**src/rtl/multi_cycle_sequencer.sv**
```systemverilog
// Purpose: multi-cycle instruction sequencer (IDLE/FETCH/DECODE/EXEC/MEM/WB/HALT) that drives IR, memory, reg-file and PC strobes.
// Latency: 4 cycles FETCH->FETCH for non-memory instructions, 5 + wait cycles for loads/stores.
// Backpressure: MEM holds MemReq until MemReady; with SEQ_MEM_TIMEOUT_EN defined, 15 wait cycles abort to HALT with Err set.
module multi_cycle_sequencer (
    input  logic        Clk,
    input  logic        Reset,
    input  logic        Start,
    input  logic        Ack,
    input  logic        LoadInst,
    input  logic        MemWrEn,
    input  logic        RegWrEn,
    input  logic        MemReady,
    output logic        IrLoad,
    output logic        MemReq,
    output logic        MemWrStrobe,
    output logic        RegWrStrobe,
    output logic        PcUpdate,
    output logic        Busy,
    output logic        Done,
    output logic        Err,
    output logic [15:0] RetiredCnt
);

    typedef enum logic [2:0] {
        S_IDLE   = 3'd0,
        S_FETCH  = 3'd1,
        S_DECODE = 3'd2,
        S_EXEC   = 3'd3,
        S_MEM    = 3'd4,
        S_WB     = 3'd5,
        S_HALT   = 3'd6
    } state_t;

    state_t state;

    // Decoder flags captured in DECODE; they describe the instruction in flight
    // and ignore any later movement on the decoder inputs.
    logic ld_f;
    logic st_f;
    logic rw_f;

`ifdef SEQ_MEM_TIMEOUT_EN
    // Counts MEM cycles that saw no MemReady; the 15th such cycle aborts.
    logic [3:0] wait_cnt;
`else
    // Without the timeout the memory may stall forever and no error can occur.
    assign Err = 1'b0;
`endif

    // Sequencer: state, latched decoder flags, retire counter and all
    // outputs are registered together. Every output is set for the state
    // being entered, so outputs never see a combinational input path.
    always_ff @(posedge Clk or negedge Reset) begin
        if (!Reset) begin
            state       <= S_IDLE;
            ld_f        <= 1'b0;
            st_f        <= 1'b0;
            rw_f        <= 1'b0;
            IrLoad      <= 1'b0;
            MemReq      <= 1'b0;
            MemWrStrobe <= 1'b0;
            RegWrStrobe <= 1'b0;
            PcUpdate    <= 1'b0;
            Busy        <= 1'b0;
            Done        <= 1'b0;
            RetiredCnt  <= 16'd0;
`ifdef SEQ_MEM_TIMEOUT_EN
            Err         <= 1'b0;
            wait_cnt    <= 4'd0;
`endif
        end else begin
            // Single-cycle strobes fall unless the next state re-asserts them.
            IrLoad      <= 1'b0;
            MemReq      <= 1'b0;
            MemWrStrobe <= 1'b0;
            RegWrStrobe <= 1'b0;
            PcUpdate    <= 1'b0;

            case (state)
                S_IDLE: begin
                    if (Start) begin
                        state  <= S_FETCH;
                        IrLoad <= 1'b1;
                        Busy   <= 1'b1;
                    end
                end

                S_FETCH: begin
                    state <= S_DECODE;
                end

                S_DECODE: begin
                    ld_f <= LoadInst;
                    st_f <= MemWrEn;
                    rw_f <= RegWrEn;
                    if (Ack) begin
                        // End of program: nothing retires for this slot.
                        state <= S_HALT;
                        Busy  <= 1'b0;
                        Done  <= 1'b1;
                    end else begin
                        state <= S_EXEC;
                    end
                end

                S_EXEC: begin
                    if (ld_f || st_f) begin
                        state       <= S_MEM;
                        MemReq      <= 1'b1;
                        MemWrStrobe <= st_f;
`ifdef SEQ_MEM_TIMEOUT_EN
                        wait_cnt    <= 4'd0;
`endif
                    end else begin
                        state       <= S_WB;
                        PcUpdate    <= 1'b1;
                        RegWrStrobe <= rw_f && !st_f;
                    end
                end

                S_MEM: begin
                    if (MemReady) begin
                        state       <= S_WB;
                        PcUpdate    <= 1'b1;
                        // Stores never write the register file.
                        RegWrStrobe <= rw_f && !st_f;
`ifdef SEQ_MEM_TIMEOUT_EN
                    end else if (wait_cnt == 4'd14) begin
                        // This is the 15th unanswered cycle: abandon the access.
                        wait_cnt <= wait_cnt + 4'd1;
                        state    <= S_HALT;
                        Busy     <= 1'b0;
                        Done     <= 1'b1;
                        Err      <= 1'b1;
                    end else begin
                        wait_cnt    <= wait_cnt + 4'd1;
                        MemReq      <= 1'b1;
                        MemWrStrobe <= st_f;
`else
                    end else begin
                        MemReq      <= 1'b1;
                        MemWrStrobe <= st_f;
`endif
                    end
                end

                S_WB: begin
                    if (RetiredCnt != 16'hFFFF) begin
                        RetiredCnt <= RetiredCnt + 16'd1;
                    end
                    state  <= S_FETCH;
                    IrLoad <= 1'b1;
                end

                S_HALT: begin
                    if (Start) begin
                        // Restart begins a fresh program: clear the statistics.
                        state      <= S_FETCH;
                        IrLoad     <= 1'b1;
                        Busy       <= 1'b1;
                        Done       <= 1'b0;
                        RetiredCnt <= 16'd0;
`ifdef SEQ_MEM_TIMEOUT_EN
                        Err        <= 1'b0;
`endif
                    end
                end

                default: begin
                    state <= S_IDLE;
                    Busy  <= 1'b0;
                    Done  <= 1'b0;
                end
            endcase
        end
    end

endmodule

```
**config.mk**
```make
export PLATFORM = sky130hd
export DESIGN_NAME = multi_cycle_sequencer
export DESIGN_NICKNAME = d
export VERILOG_FILES = /design/src/rtl/multi_cycle_sequencer.sv
export SDC_FILE = /design/constraint.sdc
export NUM_CORES = 1
export LEC_CHECK = 0
export CORE_ASPECT_RATIO = 1.25
export CORE_MARGIN = 2
export CORE_UTILIZATION = 60
export CTS_BUF_LIST = sky130_fd_sc_hd__clkbuf_16
export CTS_CLUSTER_DIAMETER = 80
export DETAILED_ROUTE_END_ITERATION = 10
export DONT_BUFFER_PORTS = 1
export PLACE_DENSITY = 0.79
export SLEW_MARGIN = 20
export SYNTH_ARGS = -nofsm -noshare
export SYNTH_HDL_FRONTEND = slang
export SYNTH_SLANG_ARGS = --single-unit
export TNS_END_PERCENT = 20
```
**constraint.sdc**
```tcl
create_clock -name Clk -period 4.55 [get_ports Clk]
set_input_delay 0.91 -clock Clk [delete_from_list [all_inputs] [get_ports Clk]]
set_output_delay 0.91 -clock Clk [all_outputs]
set_load 0.02 [all_outputs]
```
==> summary.md <==
| Metric | Value |
|---|---|
| Crit path time final | approximately 2.4 ns |
| FP Rows | 20 |
| Gate power share | between 20% and 30% |
| Total leakage power | between 0.7 and 0.8 nW |
| Critical path class | reg -> reg |
| Clk_skew | between 0.005 and 0.006 ns |
| Post-DP Area | between 1500 and 2000 um2 |
| Critical path's most frequent cell | a31oi_1 |
| Layout Nets | 170 |
| Layout area overhead | 10.1% |
| Max cap viols | 0 |
| CP Data Arrival Time | ~2.5 ns |
| Mapped Cells | 164 |
| First-pass GRT wire length | between 5 and 6 mm |
| Worst setup EP type | flop |
| Port bufs | 0 |
| Setup Fix Bufs, Post-CTS | 0 |
| Mapped Avg Cell Area | 9.70 um2 |
| PnR Total Power | between 1 and 1.5 mW |
| Top Metal Used | met4 |
| Hold_buf cts | 0 |
| Metal3 WL | about 240 um |
| Die ar. | between 3000 and 4000 um2 |
| Period utilization | 52.6% |
| Total GRT Usage | 25.7% |
| Largest net degree at the start of global routing | 30 |
| Cell Area, Synth | ~1600 um2 |
| DR DRC count | 0 |
| Adder-cell share of the synthesized area | less than 1% |
| Max Root-Sink Buffers | 2 |
| Post-Syn Nets | 173 |
| Antenna diodes | 0 |
| Die X | around 50 um |
| Slowest stage cell, crit path | a31oi_1 |
| Rel. slew slack | between 20% and 30% |
| Critical Path, Cell by Cell | nor2b_1, o21ai_0, a31oi_1, a31oi_1 |
| Number of global-route vias before repair | 1,233 |
| Placer Congestion | between 0.8 and 0.9 |
| CTS Buf Count | 5 |
| Status | finished clean |
| Setup TNS Final | 0 ns |
| GR Overflow Total | 0 |
| WL met2 | around 1.8 mm |
| Routed via count | between 1,000 and 1,500 |
| Worst Reg-to-Reg Cells | 4 |
| Drt first pass iters | 4 |
| I/O Pins | 32 |
| Seq cells post-synth | 29 |
| Avg WL per Cell | 17.9 um |
| Final wirelength | around 3.5 mm |
| WP data required | between 4 and 5 ns |
| Final cell count without fillers | a little under 200 |
| Clock power share | 27.8% |
| CP max stage delay | 0.81 ns |
| CTS tree | yes |
| CTS Sinks | 29 |
| Nature of the critical path startpoint | flop |
| Post-CTS sizing | 0 |
| R2R Path Start | state[0]$_DFFE_PN0P_ |
| Yosys cell types | between 50 and 60 |
| Via density | slightly below 7 |
| Worst-Margin Slew | between 1 and 1.5 ns |
| Final setup margin | about 2.2 ns |
| DR iter-0 viols | 35 |
| RSZ-0062 raised after global routing | false |
| Detail Placement HPWL | 2.36 mm |
| Main combinational cell family by area after synthesis | compound AO/OA/AOI/OAI gates |
| Final Hold Vio Count | 0 |
| CTS root buffer | clkbuf_16 |
| Pins Over Slew Limit | 0 |
| Switching fraction of total power | ~42% |
| M1 WL | between 1 and 1.5 mm |
| Synth Area in Compound Gates | a little under a quarter |
| Internal power | 787 uW |
| Worst-path maximum fanout | 20 |
| Endpoints failing setup | 0 |
| Clk_lat worst skew | 0.28 ns |
| Reg power frac | between 40% and 50% |
| Pre-CTS WS | about 2.2 ns |
| FF-to-FF setup slack | between 2 and 2.5 ns |
| Die Height | between 60 and 70 um |
| Max Fclk | approximately 420 MHz |
| Antenna violations before repair | 0 |
| Routed Antenna Nets | 0 |
| Final instance area | between 1500 and 2000 um2 |
| Area share of and/or/nand/nor cells after synthesis | 23.1% |
| Layout cells sized above 1 | 13.6% |
| Switching Power | between 500 and 600 uW |
| Dpl cells | 187 |
| Initial Util | ~64% |
| Synth warn | 0 |
| Sequential share of the synthesized area | 45.6% |
| Clock transition at the registers of the reported paths | around 0.050 ns |
| PwrDens | 776 nW/um2 |
| H-Tree Depth | 2 |
| Worst reg2reg path endpoint | RetiredCnt[3]$_DFFE_PN0P_ |
| Post-synthesis mux area share | between 2 and 3% |
| Xor and xnor fraction of the mapped netlist area | 0% |
| HP Class | in -> async |
| Worst vdd ir | approximately 0.52 mV |
| Core footprint | about 2500 um2 |
==> cells by family (layout without fill, tap and decap cells) <==
family | Yosys count | count (layout)
and+or+nand+nor | 60 | 60
AOI/OAI and AO/OA | 54 | 54
DFF | 29 | 29
muxes | 4 | 4
other | 1 | 1
buffers and inverters | 15 | 13
adders and majority gates | 1 | 1
==> critical path, delay by kind of cell (launching register included) <==
kind / cells / cell delay [ns]
AOI/OAI and AO/OA: 3 / 1.21
DFF: 1 / 0.66
and+or+nand+nor: 1 / 0.34
==> power by group through the flow <==
stage | Combinational, mW | Clock, mW | Sequential, mW
5_1_grt | 0.421 | 0.392 | 0.634
3_5_place_dp | 0.367 | 0 | 0.613
2_1_floorplan | 0.355 | 0 | 0.535
4_1_cts | 0.370 | 0.381 | 0.609
3_3_place_gp | 0.350 | 0 | 0.604
6_report | 0.372 | 0.378 | 0.609
==> layout make-up <==
cell class | instances | area [um2]
Tap cell | 33 | 41.3
Fill cell | 179 | 726
Clock buffer | 5 | 125
Sequential cell | 29 | 726
Multi-Input combinational cell | 120 | 795
Inverter | 5 | 18.8
Clock inverter | 3 | 46.3
==> worst max-delay path by stage <==
stage,from,end,slack (ns)
after global routing,state[0]$_DFFE_PN0P_,RetiredCnt[3]$_DFFE_PN0P_,1.99
after floorplan,RetiredCnt[0]$_DFFE_PN0P_,RetiredCnt[7]$_DFFE_PN0P_,2.59
after detailed placement,Start,RetiredCnt[3]$_DFFE_PN0P_,2.21
after CTS,state[0]$_DFFE_PN0P_,RetiredCnt[3]$_DFFE_PN0P_,2.20
final,state[0]$_DFFE_PN0P_,RetiredCnt[3]$_DFFE_PN0P_,2.16
after global placement,Start,RetiredCnt[1]$_DFFE_PN0P_,2.34
==> registers in the layout (all words and copies together), names as in the netlist <==
register     cells
ld_f             1
RetiredCnt      16
IrLoad           1
Busy             1
MemReq           1
RegWrStrobe      1
MemWrStrobe      1
rw_f             1
PcUpdate         1
Done             1
state            3
st_f             1
==> cells in the mapped netlist (all sizes together) <==
| library cell | count | area [um2] |
|---|---|---|
| a211o | 4 | 35.0 |
| mux2 | 3 | 33.8 |
| or4 | 2 | 18.8 |
| o21bai | 1 | 7.51 |
| and2 | 3 | 18.8 |
| nand4 | 6 | 43.8 |
| clkbuf | 5 | 18.8 |
| inv | 5 | 18.8 |
| or3 | 1 | 6.26 |
| nor2b | 3 | 18.8 |
| a22oi | 1 | 7.51 |
| a211oi | 1 | 7.51 |
| nand2b | 3 | 18.8 |
| dfrtp | 29 | 726 |
| nand2 | 15 | 56.3 |
| nand3b | 2 | 15.0 |
| buf | 5 | 32.5 |
| nand4b | 1 | 8.76 |
| a41oi | 1 | 8.76 |
| a21oi | 9 | 45.0 |
| o211ai | 1 | 7.51 |
| a21boi | 1 | 7.51 |
| ha | 1 | 12.5 |
| a31oi | 12 | 75.1 |
| o22ai | 1 | 6.26 |
| a221oi | 1 | 8.76 |
| or2 | 2 | 12.5 |
| nor2 | 8 | 30.0 |
| a311oi | 1 | 8.76 |
| o21ai | 8 | 40.0 |
| and4 | 3 | 30.0 |
| nor4b | 2 | 17.5 |
| a32o | 1 | 10.0 |
| o211a | 3 | 30.0 |
| nor4 | 2 | 12.5 |
| nand3 | 1 | 10.0 |
| o21a | 5 | 37.5 |
| a31o | 2 | 17.5 |
| mux2i | 1 | 10.0 |
| nor3 | 2 | 15.0 |
| and3 | 1 | 7.51 |
| and3b | 3 | 26.3 |
| conb | 1 | 3.75 |
| a21o | 1 | 7.51 |
==> cells in the final DEF, fill, tap and decap left out, drive strengths merged, types with 5 or more instances in the layout <==
cell / count
nor2: 8
nand2: 15
clkbuf: 5
a21oi: 9
o21ai: 8
inv: 5
a31oi: 12
dfrtp: 29
nand4: 6
o21a: 5
==> layer usage <==
| layer | global-route usage (%) | vias to the layer above |
|---|---|---|
| met4 | 14.7 | 0 |
| met5 | 0 | - |
| met1 | 27.7 | 650 |
| met3 | 11.2 | 13 |
| met2 | 42.7 | 42 |
| li1 | - | 610 |
==> metrics by stage <==
stage / utilization (%) / hold WS [ns]
2_1_floorplan: - / 0.473
3_3_place_gp: 63.8 / 0.483
3_5_place_dp: 63.8 / 0.490
4_1_cts: 70.7 / 0.319
5_1_grt: 70.7 / 0.311
6_report: 70.7 / 0.321
Power figures use the tool's default switching activity.
